### src/rtl/pulse_stretch_pkg.sv
`default_nettype none
// ============================================================================
//  Module      : pulse_stretch_pkg
//  Description : Shared types and constants for the pulse stretcher.
//                FSM state encoding, default hold/gap lengths and the
//                width helper for the shared hold/gap down-counter.
//  Revision    : 1.0 - initial release
// ============================================================================
package pulse_stretch_pkg;

    typedef enum logic [1:0] {
        IDLE = 2'd0,
        HIGH = 2'd1,
        GAP  = 2'd2
    } state_e;

    localparam int HOLD_CYCLES_DEF = 1000000;
    localparam int GAP_CYCLES_DEF  = 250000;

    // Width of the shared down-counter. The counter is loaded with
    // (cycles - 1), so $clog2 of the larger length suffices; clamped to 1
    // so that HOLD = GAP = 1 still yields a legal vector.
    function automatic int cnt_width(input int hold, input int gap);
        int m;
        int w;
        m = (hold > gap) ? hold : gap;
        w = $clog2(m);
        return (w < 1) ? 1 : w;
    endfunction

endpackage : pulse_stretch_pkg
`default_nettype wire

### src/rtl/pulse_stretch_sat_counter.sv
`default_nettype none
// ============================================================================
//  Module      : sat_counter
//  Description : Up/down counter saturating at 0 and MAX. Simultaneous inc
//                and dec leave the count unchanged (also at MAX, because the
//                dec frees the slot the inc takes). ovf_o strobes for one
//                cycle when an inc is refused at MAX.
//  Ports       : clk      - clock
//                rst      - synchronous active-high reset
//                inc_i    - increment request
//                dec_i    - decrement request
//                count_o  - current count (registered)
//                ovf_o    - combinational refused-increment strobe
//  Revision    : 1.0 - initial release
// ============================================================================
module sat_counter #(
    parameter int MAX = 7,
    parameter int W   = 3
) (
    input  logic         clk,
    input  logic         rst,
    input  logic         inc_i,
    input  logic         dec_i,
    output logic [W-1:0] count_o,
    output logic         ovf_o
);

    localparam logic [W-1:0] c_max = W'(MAX);

    logic [W-1:0] count_q;
    logic [W-1:0] count_d;

    always_comb begin
        count_d = count_q;
        ovf_o   = 1'b0;
        if (inc_i && !dec_i) begin
            if (count_q == c_max) begin
                ovf_o = 1'b1;
            end else begin
                count_d = count_q + W'(1);
            end
        end else if (dec_i && !inc_i && (count_q != '0)) begin
            count_d = count_q - W'(1);
        end
    end

    always_ff @(posedge clk) begin
        if (rst) begin
            count_q <= '0;
        end else begin
            count_q <= count_d;
        end
    end

    assign count_o = count_q;

endmodule : sat_counter
`default_nettype wire

### src/rtl/pulse_stretch.sv
`default_nettype none
// ============================================================================
//  Module      : pulse_stretch
//  Description : Stretches single-cycle event pulses into HOLD_CYCLES-wide
//                high levels separated by at least GAP_CYCLES low cycles.
//                Events arriving during a level or gap are queued (up to
//                QUEUE_DEPTH) and replayed in order; a dropped event sets a
//                sticky overflow flag.
//  Options     : PULSE_STRETCH_RETRIGGER_EN - when defined, a pulse during
//                the high level restarts the hold time instead of queueing.
//  Ports       : clk       - clock, posedge
//                rst       - synchronous active-high reset
//                pulse_in  - event input, one event per high cycle
//                level_out - stretched level (registered)
//                busy      - state is not IDLE
//                pending   - queued event count (registered)
//                overflow  - sticky dropped-event flag
//  Revision    : 1.0 - initial release
// ============================================================================
module pulse_stretch
    import pulse_stretch_pkg::*;
#(
    parameter int HOLD_CYCLES = HOLD_CYCLES_DEF,
    parameter int GAP_CYCLES  = GAP_CYCLES_DEF,
    parameter int QUEUE_DEPTH = 7,
    parameter int PEND_W      = $clog2(QUEUE_DEPTH + 1)
) (
    input  logic              clk,
    input  logic              rst,
    input  logic              pulse_in,
    output logic              level_out,
    output logic              busy,
    output logic [PEND_W-1:0] pending,
    output logic              overflow
);

    localparam int CNT_W = cnt_width(HOLD_CYCLES, GAP_CYCLES);

    localparam logic [CNT_W-1:0] c_hold_load = CNT_W'(HOLD_CYCLES - 1);
    localparam logic [CNT_W-1:0] c_gap_load  = CNT_W'(GAP_CYCLES - 1);

    state_e            state_q;
    state_e            state_d;
    logic [CNT_W-1:0]  cnt_q;
    logic [CNT_W-1:0]  cnt_d;
    logic              level_q;
    logic              level_d;
    logic              overflow_q;

    logic              w_cnt_zero;
    logic              w_inc;
    logic              w_dec;
    logic              w_ovf;
    logic [PEND_W-1:0] w_pending;

    assign w_cnt_zero = (cnt_q == '0);

    always_comb begin
        state_d = state_q;
        cnt_d   = cnt_q;
        level_d = level_q;
        w_inc   = 1'b0;
        w_dec   = 1'b0;

        case (state_q)
            IDLE: begin
                if (pulse_in) begin
                    state_d = HIGH;
                    level_d = 1'b1;
                    cnt_d   = c_hold_load;
                end
            end

            HIGH: begin
`ifdef PULSE_STRETCH_RETRIGGER_EN
                // A new event extends the current level rather than queueing.
                if (pulse_in) begin
                    cnt_d = c_hold_load;
                end else if (w_cnt_zero) begin
                    state_d = GAP;
                    level_d = 1'b0;
                    cnt_d   = c_gap_load;
                end else begin
                    cnt_d = cnt_q - CNT_W'(1);
                end
`else
                // Events here are always queued, including on the final edge.
                w_inc = pulse_in;
                if (w_cnt_zero) begin
                    state_d = GAP;
                    level_d = 1'b0;
                    cnt_d   = c_gap_load;
                end else begin
                    cnt_d = cnt_q - CNT_W'(1);
                end
`endif
            end

            GAP: begin
                if (w_cnt_zero) begin
                    if (w_pending != '0) begin
                        // Replay the oldest event; a concurrent pulse takes
                        // its slot so the count is unchanged.
                        w_dec   = 1'b1;
                        w_inc   = pulse_in;
                        state_d = HIGH;
                        level_d = 1'b1;
                        cnt_d   = c_hold_load;
                    end else if (pulse_in) begin
                        // Nothing queued: the new event starts directly.
                        state_d = HIGH;
                        level_d = 1'b1;
                        cnt_d   = c_hold_load;
                    end else begin
                        state_d = IDLE;
                    end
                end else begin
                    w_inc = pulse_in;
                    cnt_d = cnt_q - CNT_W'(1);
                end
            end

            default: begin
                state_d = IDLE;
                level_d = 1'b0;
                cnt_d   = '0;
            end
        endcase
    end

    always_ff @(posedge clk) begin
        if (rst) begin
            state_q    <= IDLE;
            cnt_q      <= '0;
            level_q    <= 1'b0;
            overflow_q <= 1'b0;
        end else begin
            state_q    <= state_d;
            cnt_q      <= cnt_d;
            level_q    <= level_d;
            overflow_q <= overflow_q | w_ovf;
        end
    end

    sat_counter #(
        .MAX (QUEUE_DEPTH),
        .W   (PEND_W)
    ) u_pending (
        .clk     (clk),
        .rst     (rst),
        .inc_i   (w_inc),
        .dec_i   (w_dec),
        .count_o (w_pending),
        .ovf_o   (w_ovf)
    );

    assign level_out = level_q;
    assign busy      = (state_q != IDLE);
    assign pending   = w_pending;
    assign overflow  = overflow_q;

endmodule : pulse_stretch
`default_nettype wire

### config.mk
export PLATFORM = sky130hd
export DESIGN_NAME = pulse_stretch
export DESIGN_NICKNAME = d
export VERILOG_FILES = /design/src/rtl/pulse_stretch_pkg.sv /design/src/rtl/pulse_stretch_sat_counter.sv /design/src/rtl/pulse_stretch.sv
export SDC_FILE = /design/constraint.sdc
export NUM_CORES = 1
export LEC_CHECK = 0
export ABC_AREA = 0
export CAP_MARGIN = 0
export CORE_AREA = 10 10 71 73
export DETAILED_ROUTE_END_ITERATION = 8
export DIE_AREA = 0 0 81 83
export PLACE_DENSITY = 0.7
export SLEW_MARGIN = 20
export SYNTH_ARGS = -nofsm -noshare
export SYNTH_HDL_FRONTEND = slang
export SYNTH_SLANG_ARGS = --single-unit
export TNS_END_PERCENT = 50
### constraint.sdc
create_clock -name clk -period 2.75 [get_ports clk]
set_input_delay 0.55 -clock clk [delete_from_list [all_inputs] [get_ports clk]]
set_output_delay 0.55 -clock clk [all_outputs]
set_load 0.05 [all_outputs]
# Word level (Yosys, flattened, before mapping)
# Cells that the tools add are included.
classes:
  addsub: 3
  multipliers: 0
  n_div: 0
  magnitude_cmp: 0
  n_eq_ne: 7
  shifts: 0
  mux: 27
  bitwise: 1
  reduce_logical: 13
ops:
  columns: ["cell", "n"]
  rows:
  - ["20-bit 2-to-1 mux", 4]
  - ["20-bit one-hot mux with 3 select lines", 1]
  - ["20-bit zero test", 1]
  - ["20-bit by 1-bit subtractor with 20-bit output, second input constant", 1]
  - ["1-bit 2-to-1 mux", 13]
  - ["3-bit 2-to-1 mux", 3]
  - ["2-bit != test, second input constant", 4]
  - ["2-bit 2-to-1 mux", 3]
  - ["2-bit one-hot mux with 3 select lines", 1]
  - ["2-bit AND reduction", 2]
  - ["2-bit nonzero test", 2]
  - ["3-bit by 1-bit adder with 3-bit output, second input constant", 1]
  - ["3-bit equality test, second input constant", 1]
  - ["1-bit logical AND", 3]
  - ["1-bit one-hot mux with 3 select lines", 1]
  - ["3-bit AND reduction", 1]
  - ["3-bit nonzero test", 1]
  - ["3-bit by 1-bit subtractor with 3-bit output, second input constant", 1]
  - ["2-bit by 1-bit equality test with 1-bit output, second input constant", 1]
  - ["2-bit equality test, second input constant", 1]
  - ["1-bit zero test", 2]
  - ["2-bit zero test", 1]
  - ["1-bit one-hot mux with 2 select lines", 1]
  - ["1-bit bitwise OR", 1]
word_totals:
  regBits: 27
  latchBits: 0
  mem_bits_rw: 0
  rom_bits: 0
  inputBits: 3
  out_inout_bits: 6
  memories: 0

# Logic depth before layout (Yosys ltp)
depth:
  ltp_word: 9
  mapped_depth: 10

# Cells and area by module
# A second synthesis with hierarchy kept.
hier_totals:
  hier_cells: 251
  hier_area_um2: 1895.6
modules_own_cells:
  columns: ["module", "n_inst", "cells_each", "area_per_inst_um2", "seq_area_each_um2"]
  rows:
  - ["pulse_stretch", 1, 219, 1634.1, 480.5]
  - ["sat_counter", 1, 32, 261.5, 60.1]

# Worst setup path before layout
# OpenSTA, ideal clock, no wires.
synth_timing:
  kind: "register to register"
  from: "register u_pending.count_q[0], in the netlist u_pending.count_o[0]"
  to: "register u_pending.count_q[2], in the netlist u_pending.count_o[2]"
  setup_ns: 0.070
  arrival_time_ns: 2.269
  t_required_ns: 2.680
  slack_ns: 0.411
  path_stages_with_launch: 8
  n_path_buf: 0
  synth_period_minus_slack_ns: 2.339
  cell_sequence: "dfxtp_1 -> o31ai_1 -> nand2_1 -> a311o_1 -> fa_1 -> xnor2_1 -> or3_1 -> a21oi_1"
synth_between:
  elab_chain_len: 9
  word_cells_on_any_way: 21
  classes_between: "2 x add/sub; 2 x eq/ne; 9 x mux; 8 x reduce/logical"
synth_lines:
  columns: ["element", "line_no", "text"]
  rows:
  - ["start: declaration", "pulse_stretch_sat_counter.sv:30", "logic [W-1:0] count_q;"]
  - ["start signal: assignment", "pulse_stretch_sat_counter.sv:51", "count_q <= count_d;"]
  - ["3-bit nonzero test", "pulse_stretch_sat_counter.sv:42, pulse_stretch.sv:101", null]
  - ["1-bit 2-to-1 mux", "pulse_stretch.sv:101", "if (w_pending != '0) begin"]
  - ["1-bit 2-to-1 mux", "pulse_stretch.sv:100", "if (w_cnt_zero) begin"]
  - ["1-bit one-hot mux with 2 select lines", "pulse_stretch.sv:65", "case (state_q)"]
  - ["1-bit zero test", "pulse_stretch_sat_counter.sv:42", "end else if (dec_i && !inc_i && (count_q != '0)) begin"]
  - ["1-bit logical AND (2 in a row)", "pulse_stretch_sat_counter.sv:42", null]
  - ["2-bit nonzero test (no source line)", null, null]
  - ["2-bit AND reduction (no source line)", null, null]
# Several ways; a longest one is shown, not always the timed one. The select of a mux whose other input is x is not followed.
# A chain may end at the register's enable or synchronous reset.

# Worst setup path in the final report
layout_timing:
  from: "register state_q[0]"
  to: "output port busy"
layout_between:
  elab_chain_len: 1
layout_lines:
  columns: ["element", "line_no", "text"]
  rows:
  - ["start: declaration", "pulse_stretch.sv:42", "state_e state_q;"]
  - ["start signal: assignment", "pulse_stretch.sv:138", "state_q <= state_d;"]
  - ["2-bit nonzero test", "pulse_stretch.sv:158", "assign busy = (state_q != IDLE);"]
  - ["end: declaration", "pulse_stretch.sv:32", "output logic busy,"]
# No other way between the ends.

==> metrics.yaml <==
ys_ff_latch: 27
drtIter0Drc: 178
fp.dieH_um: 83
clkTransAtPathRegs_ns: 0.11
synth_nets: 238
synth_common_cells: "nor2_1 (29), dfxtp_1 (27), o21ai_0 (23)"
drv_cap: 0
fin_total_pwr_w: 0.001237
setup_viol: 0
num_rows: 22
synth.most_common_cell: "nor2_1"
worstPathArrival_ns: 2.01
cts_tree: "yes"
first_pass_iters: 4
crit_type: "reg -> out"
hold_path_end: "overflow$_SDFF_PP0_"
grt_max_degree: 19
holdCritPathClass: "reg -> reg"
antenna_cells: 0
final-max-slew-violation-count: 0
cts_sinks: 27
portBuffers: 8
layout_min_cycle_time_ns: 2.558
mappedNetlistArea_mm2: 0.001750
syn_inst: 228
synth.largest_area_cell: "dfxtp_1"
required_ns: 2.20
crit_fanout: 4
intPower_w: 0.0007341
wl_um: 4694
cts_buffers: 3
synth_top_area_share_pct: 30.88
p_clk_share_pct: 19.7
holdBufCountCts: 0
rsz0062_at_grt: "false"
min-delay-start: "overflow$_SDFF_PP0_"
min_path_cells: 2
grt_pass1_wl_um: 8245
tightestPinTransition_ns: 0.5021
htree_levels: 1
finalSetupTns_ns: 0
worstSetupStartpointType: "flop"
rr_endpoint: "u_pending.count_o[2]$_SDFFE_PP0P_"
drive_above_1_share_pct: 11.67
power_density_mw_per_mm2: 625.5
syn_area_per_cell_um2: 7.677
use_met3_pct: 3.017
ant_nets: 0
met1_usage_pct: 20.67
crit_path_end_kind: "output port"
vdd_ir_drop_max_v: 0.0002850
clk_latency_ns: 0.29
cts_root_buf: "clkbuf_8"
fin_nets: 251
dpl_cell_area_mm2: 0.001923
gr-total-overflow: 0
swShare_pct: 40.63
hold_violations: 0
fin_skew_ns: 0.01733
die_width_um: 81
ys.flop_type: "dfxtp_1"
slew_headroom_pct: 66.42
grt.busiest_layer: "met2"
grt_pass1_vias: 1659
p_leak_nw: 0.7589
fin_util_pct: 54.41
dp_hpwl_um: 3434
r2r_slack_ns: 0.26
vias_per_cell: 6.104
r2r-start: "cnt_q[0]$_SDFF_PP0_"
grt_antenna_before_repair: 0
synthArstFlopShare_pct: 0
dieArea_mm2: 0.006723
ys_top_cells_by_area: "dfxtp_1 (31%), o21ai_0 (6.6%), nor2_1 (6.2%)"
start_util_pct: 48.17
use_met2_pct: 22.48
fill_cells: 369
num_io_pins: 9
pwr-share-seq_pct: 39.7
area_delta_synth_final_pct: 12.94
drt-wirelength-per-cell_um: 16.30
dr_total_vias: 1758
ys_types: 48
core_area_mm2: 0.003633
reg2reg_depth: 9
grt_usage_pct: 14.67
post_cts_buffers: 0
drc: 0
final_area_mm2: 0.001977
synth_edf_count: 0
clockBufferDepth: 2
finalWeightedCongestion: 0.8245
max_freq_mhz: 390.9
period_share_pct: 93.02
ys_warn_count: 0
switchingPower_w: 0.0005024
synth.yosys.seq_area_share_pct: 30.88
power_frac_comb_pct: 40.6
status: "complete, no violations"
==> cell usage in the layout (no fill, tap or decap), drive strengths merged, types with 2 or more instances in the layout <==
cell	netlist	final
nor3	8	8
o31ai	3	3
nor2b	2	2
clkbuf	10	3
a21o	3	3
or3	8	8
nand3	6	6
xor2	4	4
nand2b	2	2
a211oi	5	5
o22ai	7	7
nor2	31	31
or4	3	3
o41ai	3	3
buf	3	13
nand2	17	17
a21oi	18	18
ha	6	6
clkdlybuf4s50	0	8
a31oi	6	6
dfxtp	27	27
o21ai	24	24
or2	3	3
a22oi	3	3
inv	6	6
nor4	3	3
o211ai	2	2
==> power groups by stage <==
stage	Clock (W)	Combinational (W)	Sequential (W)
2_1_floorplan	0	0.000360	0.000497
3_3_place_gp	0	0.000488	0.000497
3_5_place_dp	0	0.000493	0.000498
4_1_cts	0.000249	0.000497	0.000489
5_1_grt	0.000266	0.000561	0.000498
6_report	0.000244	0.000502	0.000491
==> timing repair <==
item | 4_1_cts | 5_1_grt
endpoints found under the hold margin | 0 | 0
resized for setup | 0 | 1
endpoints found under the setup margin | 0 | 1
==> cells by family (layout without fill, tap and decap cells) <==
group	after synthesis	in the layout	synth area share [%]
AOI/OAI and AO/OA	81	81	29.16
xor gates and xnor gates	5	5	2.502
adders and majority gates	7	7	5.432
buffers and inverters	19	31	5.003
DFF	27	27	30.88
muxes	1	1	0.5719
and+or+nand+nor	88	88	26.45
==> worst max-delay path by stage <==
stage / start / end / slack (ns) / cells past startpoint
global route: state_q[1]$_SDFFE_PP0P_ / busy / 0.1 / 4
CTS: state_q[0]$_SDFFE_PP0P_ / busy / 0.20 / 4
detailed placement: pulse_in / u_pending.count_o[2]$_SDFFE_PP0P_ / 0.26 / 7
global placement: pulse_in / u_pending.count_o[2]$_SDFFE_PP0P_ / 0.29 / 7
floorplan: u_pending.count_o[0]$_SDFFE_PP0P_ / u_pending.count_o[2]$_SDFFE_PP0P_ / 0.41 / 7
finish: state_q[0]$_SDFFE_PP0P_ / busy / 0.19 / 4
==> metal layers <==
| metal | part of all wire (%) | wire [um] | vias up |
|---|---|---|---|
| met5 | 0 | 0 | - |
| met1 | 47 | 2213 | 844 |
| met4 | 0.77 | 36 | 0 |
| met2 | 46 | 2160 | 42 |
| met3 | 6.0 | 283 | 5 |
| li1 | - | - | 867 |
==> critical path: stages (launching register included) <==
cell and delay (ns):
dfxtp_1 0.41, inv_1 0.09, ha_1 0.22, inv_1 0.16, clkdlybuf4s50_1 0.83
==> flip-flops by register name (all words and copies together) (netlist names) <==
signal	cells
state_q	2
u_pending.count_o	3
cnt_q	20
level_out	1
overflow	1
==> through the flow <==
step	cells	hold WS, ns	worst slack [ns]
2_1_floorplan	228	0.4577	0.4109
6_report	288	0.5119	0.1920
5_1_grt	288	0.5306	0.09656
3_3_place_gp	284	0.4693	0.2872
3_5_place_dp	284	0.4754	0.2595
4_1_cts	288	0.5105	0.1966
==> cell type report <==
cell class / instances / area (um2) / share of cell area, %
timing repair buffer: 21 / 177.7 / 8.987
clock buffer: 3 / 41.29 / 2.089
clock inverter: 1 / 7.507 / 0.3797
sequential: 27 / 540.5 / 27.34
tap: 48 / 60.06 / 3.038
multi-input combinational: 182 / 1127 / 57.03
inverter: 6 / 22.52 / 1.139
No activity file was read; power rests on OpenSTA's default activity.
